$ cat config.mk
export PLATFORM = sky130hd
export DESIGN_NAME = jtframe_rom_arb
export DESIGN_NICKNAME = d
export VERILOG_FILES = /design/src/rtl/jtframe_rom_arb.sv
export SDC_FILE = /design/constraint.sdc
export NUM_CORES = 1
export LEC_CHECK = 0
export ABC_AREA = 1
export CAP_MARGIN = 20
export CORE_UTILIZATION = 35
export CTS_BUF_LIST = sky130_fd_sc_hd__clkbuf_8
export DETAILED_ROUTE_END_ITERATION = 12
export RECOVER_POWER = 25
export REMOVE_ABC_BUFFERS = 1
export SETUP_SLACK_MARGIN = 0.15
export SYNTH_ARGS = -nofsm -noshare
export SYNTH_HDL_FRONTEND = slang
export SYNTH_SLANG_ARGS = --single-unit
$ cat constraint.sdc
create_clock -name clk -period 5.05 [get_ports clk]
set_input_delay 1.01 -clock clk [delete_from_list [all_inputs] [get_ports clk]]
set_output_delay 1.01 -clock clk [all_outputs]
set_load 0.02 [all_outputs]
$ cat src/rtl/jtframe_rom_arb.sv
// jtframe_rom_arb: shares one SDRAM read port among SLOTS ROM clients.
// Each slot keeps a one-word cache; only one miss is fetched at a time.
module jtframe_rom_arb #(
    parameter int                  SLOTS   = 4,
    parameter int                  AW      = 22,
    parameter logic [SLOTS-1:0]    DW8     = '0,
    parameter logic [SLOTS*22-1:0] OFFSETS = '0,
    parameter bit                  RR      = 1'b0
) (
    input  logic                  clk,
    input  logic                  rstn,
    input  logic [SLOTS-1:0]      slot_cs,
    input  logic [SLOTS*AW-1:0]   slot_addr,
    output logic [SLOTS-1:0]      slot_ok,
    output logic [SLOTS*16-1:0]   slot_dout,
    input  logic                  downloading,
    output logic                  sdram_req,
    input  logic                  sdram_ack,
    input  logic                  data_rdy,
    input  logic [15:0]           data_read,
    output logic [21:0]           sdram_addr
);
    localparam int PW = SLOTS > 1 ? $clog2(SLOTS) : 1;

    typedef enum logic [1:0] {IDLE, WAIT_ACK, WAIT_DATA} state_t;

    state_t              r_state, w_next;
    logic [21:0]         w_waddr [SLOTS];
    logic [21:0]         r_tag   [SLOTS];
    logic [15:0]         r_data  [SLOTS];
    logic [SLOTS-1:0]    w_hit, w_pend, r_valid;
    logic [SLOTS*16-1:0] w_dout;
    logic [21:0]         r_wlatch;
    logic [PW-1:0]       r_gnt, r_ptr, w_gnt;
    logic                w_gnt_ok, w_fill, w_issue;
    int                  w_j;

    always_comb begin
        for (int i = 0; i < SLOTS; i++) begin
            w_waddr[i] = DW8[i] ? 22'(slot_addr[AW*i+1 +: AW-1]) : 22'(slot_addr[AW*i +: AW]);
            w_hit[i] = slot_cs[i] & r_valid[i] & (r_tag[i] == w_waddr[i]);
            w_dout[16*i +: 16] = DW8[i] ? {8'd0, slot_addr[AW*i] ? r_data[i][15:8] : r_data[i][7:0]} : r_data[i];
        end
        w_pend = slot_cs & ~w_hit;
    end

    // Scan from the last candidate back to the first so the earliest pending slot wins
    always_comb begin
        w_gnt_ok = 1'b0;
        w_gnt    = '0;
        w_j      = 0;
        for (int k = SLOTS - 1; k >= 0; k--) begin
            w_j = RR ? (int'(r_ptr) + k) % SLOTS : k;
            if (w_pend[w_j]) begin
                w_gnt_ok = 1'b1;
                w_gnt    = PW'(w_j);
            end
        end
    end

    assign w_issue   = ~downloading & (r_state == IDLE) & w_gnt_ok;
    assign w_fill    = ~downloading & data_rdy & (((r_state == WAIT_ACK) & sdram_ack) | (r_state == WAIT_DATA));
    assign sdram_req = (r_state == WAIT_ACK);

    always_comb begin
        w_next = r_state;
        case (r_state)
            IDLE:      w_next = w_issue ? WAIT_ACK : IDLE;
            WAIT_ACK:  w_next = sdram_ack ? (data_rdy ? IDLE : WAIT_DATA) : WAIT_ACK;
            WAIT_DATA: w_next = data_rdy ? IDLE : WAIT_DATA;
            default:   w_next = IDLE;
        endcase
        if (downloading) w_next = IDLE;
    end

    always_ff @(posedge clk) r_state <= !rstn ? IDLE : w_next;

    always_ff @(posedge clk) begin
        if (!rstn) begin
            slot_ok    <= '0;
            slot_dout  <= '0;
            sdram_addr <= '0;
            r_valid    <= '0;
            r_wlatch   <= '0;
            r_gnt      <= '0;
            r_ptr      <= '0;
            for (int i = 0; i < SLOTS; i++) begin
                r_tag[i]  <= '0;
                r_data[i] <= '0;
            end
        end else begin
            slot_ok   <= downloading ? '0 : w_hit;
            slot_dout <= w_dout;
            if (downloading) begin
                r_valid <= '0;
            end else if (w_fill) begin
                r_valid[r_gnt] <= 1'b1;
                r_tag[r_gnt]   <= r_wlatch;
                r_data[r_gnt]  <= data_read;
            end
            if (w_issue) begin
                r_gnt      <= w_gnt;
                r_wlatch   <= w_waddr[w_gnt];
                sdram_addr <= OFFSETS[22*w_gnt +: 22] + w_waddr[w_gnt];
                r_ptr      <= (int'(w_gnt) == SLOTS - 1) ? '0 : w_gnt + 1'b1;
            end
        end
    end
endmodule

==> results of run 1 <==
## worst max-delay path, stage by stage
cell and delay [ps]:
clkdlybuf4s50_1 470, inv_2 50, nand2_1 90, o21ai_1 120, nor3_1 240, nand3_1 110
nor2_1 200, nand3_1 140, nand2_2 440, buf_4 420, nand2_4 360, nand2_1 220
nand3_1 80, nand3_1 100, nand2_1 60, inv_1 60
## Yosys cell counts (all sizes together)
cell type	instances
dfxtp	98
nor3b	1
inv	271
nand3	129
xor2	6
buf	24
o21ai	21
clkinv	1
a21oi	31
nand4	5
nor3	9
nor2	196
or2	1
o22ai	6
xnor2	22
clkbuf	20
edfxtp	152
nand2	279
## cells by family after synthesis
family          Yosys count  synth area share, %
xor+xnor                 28                 2.24
simple gates            620                 23.8
buf+inv                 316                 11.5
flops                   250                 59.6
compound gates           58                 2.86
## state kept, by name, summed over array words and instances, names as in the netlist
register	flops
r_tag	88
r_data	64
slot_dout	64
sdram_addr	22
r_valid	4
slot_ok	4
r_gnt	2
r_state	2
## per-stage QoR
step / hold slack, ps / setup slack, ps / total power [uW] / cell area (sq um)
detailed placement: 411 / 824 / 2870 / 13300
finish: 421 / 1310 / 4690 / 14200
CTS: 422 / 1380 / 4730 / 14200
floorplan: 406 / 1790 / 2570 / 10700
global route: 446 / 1110 / 4860 / 14200
global placement: 410 / 919 / 2870 / 13300
## cell type report
type | instances | area (sq um) | area share, %
clock inverters | 25 | 110 | 0.774
inverters | 272 | 1020 | 7.19
multi-input cells | 706 | 3170 | 22.3
clock buffers | 57 | 785 | 5.51
diodes | 1 | 2.50 | 0.0176
flip-flops and latches | 250 | 6530 | 45.9
repair buffers | 216 | 2120 | 14.9
well taps | 396 | 495 | 3.48
## report_power, final
part	internal, uW	total (uW)	leakage, uW	switching (uW)
registers	2240	2280	0.00239	36.4
clock network	1020	1860	0.000543	844
logic	221	558	0.00371	337
total	3480	4690	0.00664	1220
## worst paths after layout
check | to | cells past startpoint
min reg2reg | slot_dout[52] | 2
max | sdram_addr[13] | 16
min | slot_dout[52] | 2
max reg2reg | sdram_addr[13] | 14
## layer usage
metal | track usage, % | up-vias
met5 | 0 | -
met4 | 9.11 | 0
li1 | - | 4353
met3 | 3.48 | 75
met1 | 28.4 | 4139
met2 | 34.7 | 439
==> Flow_metrics.wiki, run 1 <==
{| class="wikitable"
! Metric !! Value
|-
| TritonCTS buffer count || 44
|-
| Remaining max-slew budget at the tightest pin || -49.8%
|-
| Post-Place Cells || 1840
|-
| IR drop worst, VDD || 167 uV
|-
| Fmax || 0.267 GHz
|-
| Most frequent standard cell in the layout excluding fill and tap cells || inv_1
|-
| Clock sink count || 250
|-
| Worst-skew pair later-pin latency || 560 ps
|-
| Number of iterations in the first detailed-routing pass || 5
|-
| Uppermost layer routed || met4
|-
| Worst reg-to-reg setup slack || 1860 ps
|-
| Library cell with the largest summed area after synthesis || edfxtp_1
|-
| Maximum number of pins on one net before global-route repair || 71
|-
| Hold Startpoint || r_data[3][4]
|-
| Starting density of the core || 35.7%
|-
| Warnings from Yosys || 0
|-
| Final Hold Viols || 0
|-
| Total die area || 32000 sq um
|-
| Gates resized, CTS repair || 0
|-
| Number of buffers added to fix hold violations after cts || 0
|-
| Commonest cells after routing, fill and taps aside || inv_1 (288), nand2_1 (271), clkdlybuf4s50_1 (201)
|-
| Post-Syn Area per Cell || 8.60 sq um
|-
| Sum of routed wire segments on met1 || 14.4 mm
|-
| Leakage power total || 0.00664 uW
|-
| Share of the clock period used by the worst path || 74.1%
|-
| Setup repair after global routing missed its margin || false
|-
| Detailed route wirelength on metal3 || 2.83 mm
|-
| Core Area || 30700 sq um
|-
| H-tree depth || 2
|-
| Total number of vias || 9006
|-
| Final-report max-slew violation count || 32
|-
| Global-route wire length before repair || 50.4 mm
|-
| Area share of the largest cell type after synthesis || 41.7%
|-
| Remaining antenna violation count after routing || 0
|-
| Clock-pin transition on the worst setup and hold timing paths || 60 ps
|-
| Number of design rule violations left after detail routing || 0
|-
| Die span in x || 179 microns
|-
| Power per Cell Area || 330 nW/um^2
|-
| I/O pin count || 204
|-
| CP Data Required Time || 5540 ps
|-
| Overall global routing resource usage || 21.5%
|-
| Critical path endpoint category || register
|-
| Post-layout minimum cycle time || 3740 ps
|-
| Site Rows || 64
|-
| Worst endpoint data arrival time || 4230 ps
|-
| Worst min-delay path category || reg2reg
|-
| Root buf cell || clkbuf_8
|-
| Nets || 1603
|-
| # Max-Cap Violations || 1
|-
| Post-Route Skew || 23.5 ps
|-
| Sum of net half-perimeters after detailed placement || 23.5 mm
|-
| Largest cells by area after synthesis || edfxtp_1 (42%), dfxtp_1 (18%), nand2_1 (9.4%), inv_1 (9.1%), nor2_1 (6.7%)
|-
| Gate count after technology mapping || 1272
|-
| CTS tree || done
|-
| Final setup vio count || 0
|-
| Fill cell instance count of the final layout || 2980
|-
| Area Growth Syn to Fin || 30.0%
|-
| Failing checks || capacitance limit, slew limit
|-
| Result of the run || finished, violations left
|-
| Global placement routability congestion || 0.915
|-
| Maximum number of buffers from clock root to sink || 3
|-
| Utilization after layout || 46.4%
|-
| Setup_tns || 0 ps
|-
| Via count of the first global-routing pass || 8701
|-
| Startpoint Class || input port
|-
| Count of cell types in the netlist || 30
|-
| Met2 WL post-DR || 15.7 mm
|-
| Global-route congestion overflow total || 0
|-
| Detailed-route wire length || 34.1 mm
|-
| Count of state elements after synthesis || 250
|-
| Share of the yosys chip area belonging to registers || 59.6%
|-
| Maximum fanout along the worst path || 44
|-
| Via density per instance || 4.68
|-
| Cell area after synthesis || 10900 sq um
|-
| Kind of critical path || in2reg
|-
| Y dimension of the die || 179 microns
|-
| Detailed router's first-iteration violation count || 820
|-
| Reg2Reg Launch Point || r_tag[0][17]
|-
| Fraction of final layout cells with drive strength greater than 1 || 6.62%
|-
| Setup fix buffers added after clock tree synthesis || 0
|-
| Wirelength per Cell || 17.7 microns
|-
| Worst-margin pin slew || 2250 ps
|-
| Count of placed standard cells in the final layout, fillers left out || 1923
|-
| Antenna violations before repair || 1
|-
| PortBufs || 203
|-
| Setup crit start || slot_addr[17]
|}
(Power assumes the default switching activity.)
==> run 2: changes to the inputs <==
Clock period 5.05 ns to 3.35 ns, I/O delays scaled along.
==> run 2 against run 1 <==
Effect of this change: the run now ends clean; critical path type unchanged; sequential share of layout area fell by 0.58 points; largest cell class unchanged; final cell count rose by 0.68%; non-clock buffer count up 14; clock power up 45%; wire length decreased by 0.43%; highest routed layer unchanged.
==> Flow_metrics.wiki, run 2 (synthesized netlist as in run 1, its figures left out) <==
{| class="wikitable"
! Metric !! Value
|-
| Core Area || 30700 sq um
|-
| Startpoint Class || input port
|-
| Global-route wire length before repair || 50.4 mm
|-
| Number of buffers added to fix hold violations after cts || 0
|-
| Maximum number of pins on one net before global-route repair || 60
|-
| Number of instances on the worst hold path || 2
|-
| Setup_tns || 0 ps
|-
| Area Growth Syn to Fin || 31.7%
|-
| Worst endpoint data arrival time || 3280 ps
|-
| Instance area after placement || 13600 sq um
|-
| Root buf cell || clkbuf_8
|-
| Largest stage delay on the critical path || 570 ps
|-
| Post-Route Skew || 20.2 ps
|-
| Kind of critical path || in2reg
|-
| Share of total power in combinational logic || 12.5%
|-
| Overall global routing resource usage || 21.5%
|-
| Fill cell instance count of the final layout || 3032
|-
| PortBufs || 203
|-
| Critical-path cell list || dlygate4sd3_1 -> inv_1 -> nand2_1 -> nand2_1 -> nor2_1 -> nand3_1 -> nor2_1 -> nand3_1 -> nand2_1 -> nand2_1 -> nand2_4 -> buf_12 -> nand3_1 -> nand3_1 -> nand3_2 -> nand2_1 -> inv_1
|-
| Critical-path top delay cell || dlygate4sd3_1
|-
| Number of iterations in the first detailed-routing pass || 5
|-
| Global-route congestion overflow total || 0
|-
| Total die area || 32000 sq um
|-
| Post-layout minimum cycle time || 2840 ps
|-
| Register with the most flip-flops || r_tag
|-
| Met2 Usage GRT || 34.0%
|-
| Via density per instance || 4.66
|-
| Clock-pin transition on the worst setup and hold timing paths || 60 ps
|-
| Clock sink count || 250
|-
| Final setup vio count || 0
|-
| Setup repair after global routing missed its margin || false
|-
| Sequential fraction of design power || 49.0%
|-
| R2r worst-path depth || 15
|-
| Final-report max-slew violation count || 0
|-
| Final Cell Area || 14400 sq um
|-
| Number of design rule violations left after detail routing || 0
|-
| Most frequent standard cell in the layout excluding fill and tap cells || inv_1
|-
| Worst-margin pin slew || 1110 ps
|-
| Detailed-route wire length || 34.0 mm
|-
| Detailed router's first-iteration violation count || 774
|-
| CTS tree || done
|-
| Max FFs per register || 88
|-
| Clock power frac || 38.5%
|-
| Global-route met1 utilization || 28.7%
|-
| Wirelength per Cell || 17.6 microns
|-
| Switching share of power || 26.1%
|-
| Worst-case hold slack || 418 ps
|-
| Worst-skew pair later-pin latency || 550 ps
|-
| Busiest grt layer || met2
|-
| Post-Place Cells || 1854
|-
| Remaining max-slew budget at the tightest pin || 26.0%
|-
| Result of the run || completed
|-
| Share of the clock period used by the worst path || 84.8%
|-
| Commonest cells after routing, fill and taps aside || inv_1 (285), nand2_1 (271), clkdlybuf4s50_1 (199)
|-
| Die span in x || 179 microns
|-
| H-tree depth || 2
|-
| Largest regs || r_tag: 88 flops, r_data: 64 flops, slot_dout: 64 flops
|-
| Site Rows || 64
|-
| Starting density of the core || 35.7%
|-
| Remaining antenna violation count after routing || 0
|-
| Via count of the first global-routing pass || 8823
|-
| Maximum number of buffers from clock root to sink || 3
|-
| IR drop worst, VDD || 213 uV
|-
| Nets || 1617
|-
| Final Hold Viols || 0
|-
| Gates resized, CTS repair || 0
|-
| Critical path endpoint category || register
|-
| Antenna violations before repair || 0
|-
| CP Data Required Time || 3790 ps
|-
| Global routing met3 resource utilization || 3.63%
|-
| Fmax || 0.352 GHz
|-
| Maximum fanout along the worst path || 32
|-
| Fraction of final layout cells with drive strength greater than 1 || 7.15%
|-
| Global placement routability congestion || 0.893
|-
| # Max-Cap Violations || 0
|-
| Setup fix buffers added after clock tree synthesis || 0
|-
| Cell repeated most along the worst path || nand2_1
|-
| Leakage power total || 0.00672 uW
|-
| Sum of net half-perimeters after detailed placement || 23.8 mm
|-
| Count of placed standard cells in the final layout, fillers left out || 1936
|-
| P_sw || 1820 uW
|-
| Y dimension of the die || 179 microns
|-
| Power per Cell Area || 485 nW/um^2
|-
| Worst min-delay path category || reg2reg
|-
| Total number of vias || 9030
|-
| Cell-internal power || 5170 uW
|-
| I/O pin count || 204
|-
| TritonCTS buffer count || 44
|}
==> run 2: changes by cell type in the layout (fill, tap and decap cells not counted), sizes merged <==
cell,change
buf,+9
inv,-4
clkinv,+7
clkbuf,+1
dlygate4sd3,+2
clkdlybuf4s50,-2
==> run 2: power by group through the flow <==
stage	combinational [uW]	sequential [uW]	clock, uW
floorplan	335	3550	0
global placement	871	3490	0
detailed placement	876	3490	0
CTS	879	3430	2750
global route	949	3440	2890
finish	876	3430	2690
==> run 2: area by class of cell <==
cell class | instances | area (sq um) | area share [%]
Clock inverter | 28 | 121 | 0.842
Multi-Input combinational cell | 706 | 3170 | 22.0
Sequential cell | 250 | 6530 | 45.3
Antenna cell | 1 | 2.50 | 0.0174
Timing Repair Buffer | 230 | 2350 | 16.3
Tap cell | 396 | 495 | 3.44
Inverter | 272 | 1020 | 7.10
Clock buffer | 53 | 729 | 5.06
==> run 2: final timing paths <==
path | startpoint | to | slack (ps)
max | slot_addr[57] | sdram_addr[7] | 510
min | r_data[3][7] | slot_dout[55] | 420
max reg2reg | r_tag[2][5] | sdram_addr[7] | 860
min reg2reg | r_data[3][7] | slot_dout[55] | 420
==> run 2: stage by stage <==
step | setup slack (ps) | total power (uW) | util [%]
4_1_cts | 680 | 7060 | 47.1
3_5_place_dp | 113 | 4370 | 44.3
2_1_floorplan | 428 | 3880 | -
5_1_grt | 350 | 7270 | 47.0
3_3_place_gp | 134 | 4360 | 44.3
6_report | 511 | 6990 | 47.0
==> run 2: critical path, delay by kind of cell <==
kind          cells  cell delay [ps]
buf+inv           4              920
simple gates     13             1670
==> run 2: per-layer routing <==
layer	wire length, microns	vias to the layer above
li1	-	4381
met1	14300	4085
met2	15100	484
met3	3150	80
met4	1400	0
met5	0	-
==> run 3: changes to the inputs <==
Clock period 3.35 ns to 2.3 ns, I/O delays scaled along.
==> run 3 against run 2 <==
Effect of this change: setup slack worse by 400 ps; critical path type unchanged; critical endpoint is now sdram_addr[4]; sequential power increased by 46%; combinational power is 75% higher.
==> Flow_metrics.wiki, run 3 (synthesized netlist as in run 1, its figures left out) <==
{| class="wikitable"
! Metric !! Value
|-
| Die span in x || 179 microns
|-
| Post-layout minimum cycle time || 2190 ps
|-
| # Max-Cap Violations || 0
|-
| Startpoint Class || input port
|-
| Most frequent standard cell in the layout excluding fill and tap cells || inv_1
|-
| Overall global routing resource usage || 22.5%
|-
| Detailed-route wire length || 36.3 mm
|-
| Antenna violations before repair || 1
|-
| Nets || 1723
|-
| Sum of net half-perimeters after detailed placement || 25.3 mm
|-
| Leakage power total || 0.00740 uW
|-
| Detailed router's first-iteration violation count || 960
|-
| Commonest cells after routing, fill and taps aside || inv_1 (284), nand2_1 (262), clkdlybuf4s50_1 (198)
|-
| Post-Route Skew || 23.8 ps
|-
| Maximum number of buffers from clock root to sink || 3
|-
| Uppermost layer routed || met5
|-
| Final Cell Area || 15700 sq um
|-
| Power per Cell Area || 677 nW/um^2
|-
| Number of iterations in the first detailed-routing pass || 5
|-
| Overall power || 10600 uW
|-
| Site Rows || 64
|-
| Global-route wire length before repair || 52.9 mm
|-
| Area Growth Syn to Fin || 43.7%
|-
| Largest regs || r_tag: 88 flops, r_data: 64 flops, slot_dout: 64 flops
|-
| Worst-skew pair later-pin latency || 570 ps
|-
| Number of antenna repair diodes || 0
|-
| Starting density of the core || 35.7%
|-
| Multi-input gate area || 3420 sq um
|-
| Maximum number of pins on one net before global-route repair || 64
|-
| Via count of the first global-routing pass || 9294
|-
| Clock sink count || 250
|-
| Worst endpoint data arrival time || 2650 ps
|-
| Number of design rule violations left after detail routing || 0
|-
| Wirelength per Cell || 17.8 microns
|-
| TritonCTS buffer count || 45
|-
| Global placement routability congestion || 0.894
|-
| Final Hold Viols || 0
|-
| Cell repeated most along the worst path || nand2_1
|-
| Critical-path cell list || clkdlybuf4s50_1 -> inv_1 -> nand2_1 -> nand2_1 -> nor2_1 -> nand2_1 -> nor2_1 -> nand3_2 -> nand2_2 -> inv_1 -> nand2_2 -> nand2_8 -> nand2_8 -> clkbuf_16 -> nand2_1 -> nand3_1 -> nand3_2 -> nand2_1 -> inv_1
|-
| Critical path endpoint category || register
|-
| Maximum fanout along the worst path || 8
|-
| Root buf cell || clkbuf_8
|-
| Worst reg-to-reg setup slack || 110 ps
|-
| Kind of critical path || in2reg
|-
| Worst-margin pin slew || 1190 ps
|-
| CP Data Required Time || 2760 ps
|-
| Remaining antenna violation count after routing || 0
|-
| Clock-pin transition on the worst setup and hold timing paths || 60 ps
|-
| Fill cell instance count of the final layout || 2868
|-
| Total number of vias || 9619
|-
| Fmax || 0.456 GHz
|-
| H-tree depth || 2
|-
| Via density per instance || 4.71
|-
| Final setup vio count || 0
|-
| Total area of sequential cells || 6530 sq um
|-
| Sum of routed wire segments on met1 || 15.2 mm
|-
| Total die area || 32000 sq um
|-
| Share of the clock period used by the worst path || 95.4%
|-
| CTS tree || done
|-
| Instance area after placement || 14300 sq um
|-
| Worst min-delay path category || reg2reg
|-
| Max FFs per register || 88
|-
| IR drop worst, VDD || 332 uV
|-
| I/O pin count || 204
|-
| Count of buffering cells on the critical path with inverters included || 5
|-
| Fraction of final layout cells with drive strength greater than 1 || 16.3%
|-
| Detailed route wirelength on metal3 || 3.08 mm
|-
| Result of the run || completed
|-
| Y dimension of the die || 179 microns
|-
| Setup repair after global routing missed its margin || true
|-
| Global-route congestion overflow total || 0
|-
| Number of buffers added to fix hold violations after cts || 0
|-
| Largest stage delay on the critical path || 520 ps
|-
| Core Area || 30700 sq um
|-
| Crit-path leading delay family || simple AND/OR/NAND/NOR gates
|-
| Met2 WL post-DR || 16.7 mm
|-
| Register with the most flip-flops || r_tag
|-
| Final-report max-slew violation count || 0
|-
| PortBufs || 203
|-
| Remaining max-slew budget at the tightest pin || 20.4%
|-
| Critical-path top delay cell || clkdlybuf4s50_1
|}
==> run 3: cell types whose count changed in the layout (fill, tap and decap cells not counted), sizes merged <==
cell / delta
dlygate4sd3: -3
clkdlybuf4s50: -1
buf: +92
inv: +1
diode: -1
clkbuf: +17
dlymetal6s2s: +3
dlygate4sd2: +1
clkinv: -3
==> run 3: per-stage QoR <==
step | utilization (%) | hold slack [ps] | instances | setup TNS, ps | worst slack [ps]
floorplan | - | 406 | 1228 | -22700 | -412
global placement | 46.6 | 411 | 1943 | -16780 | -623
detailed placement | 46.6 | 415 | 1943 | -23500 | -681
CTS | 50.4 | 354 | 2033 | 0 | 64.5
global route | 51.3 | 451 | 2042 | -17.8 | -9.65
finish | 51.3 | 427 | 2042 | 0 | 106
==> run 3: metal layers <==
layer  vias to the layer above  global-route usage, %
met5                         -                      0
met4                         2                   9.43
met3                        99                   3.73
met2                       499                   36.6
met1                      4426                   29.4
li1                       4593                      -
==> run 3: final timing paths <==
| path | from | endpoint | cells after the start |
|---|---|---|---|
| setup / recovery | slot_addr[77] | sdram_addr[4] | 19 |
| hold / removal | r_data[2][4] | slot_dout[36] | 2 |
| setup reg to reg | r_tag[0][17] | sdram_addr[13] | 14 |
| hold reg to reg | r_data[2][4] | slot_dout[36] | 2 |
==> run 3: what timing repair did <==
action | CTS | global route
gates cloned | 3 | 6
pin swaps | 11 | 19
resized for setup | 49 | 47
setup buffers | 4 | 3
setup endpoints to repair | 26 | 25
==> run 3: layout make-up <==
type / count / area share (%)
Clock inverter: 26 / 0.740
Timing Repair Buffer: 335 / 21.4
Clock buffer: 57 / 4.99
Inverter: 272 / 6.54
Sequential cell: 250 / 41.5
Tap cell: 396 / 3.15
Multi-Input combinational cell: 706 / 21.7
==> run 3: where the power goes <==
| part | total [uW] | internal [uW] | switching (uW) | leakage (uW) |
|---|---|---|---|---|
| sequential | 5000 | 4920 | 82.0 | 0.00239 |
| combinational | 1530 | 693 | 840 | 0.00447 |
| clock | 4120 | 2230 | 1880 | 0.000541 |
| total | 10600 | 7840 | 2800 | 0.00740 |
==> run 3: tightest hold or removal path, delay by kind of cell (launching register included) <==
kind,cells,cell delay [ps]
DFF,1,320
and+or+nand+nor,1,50
buffers and inverters,1,40
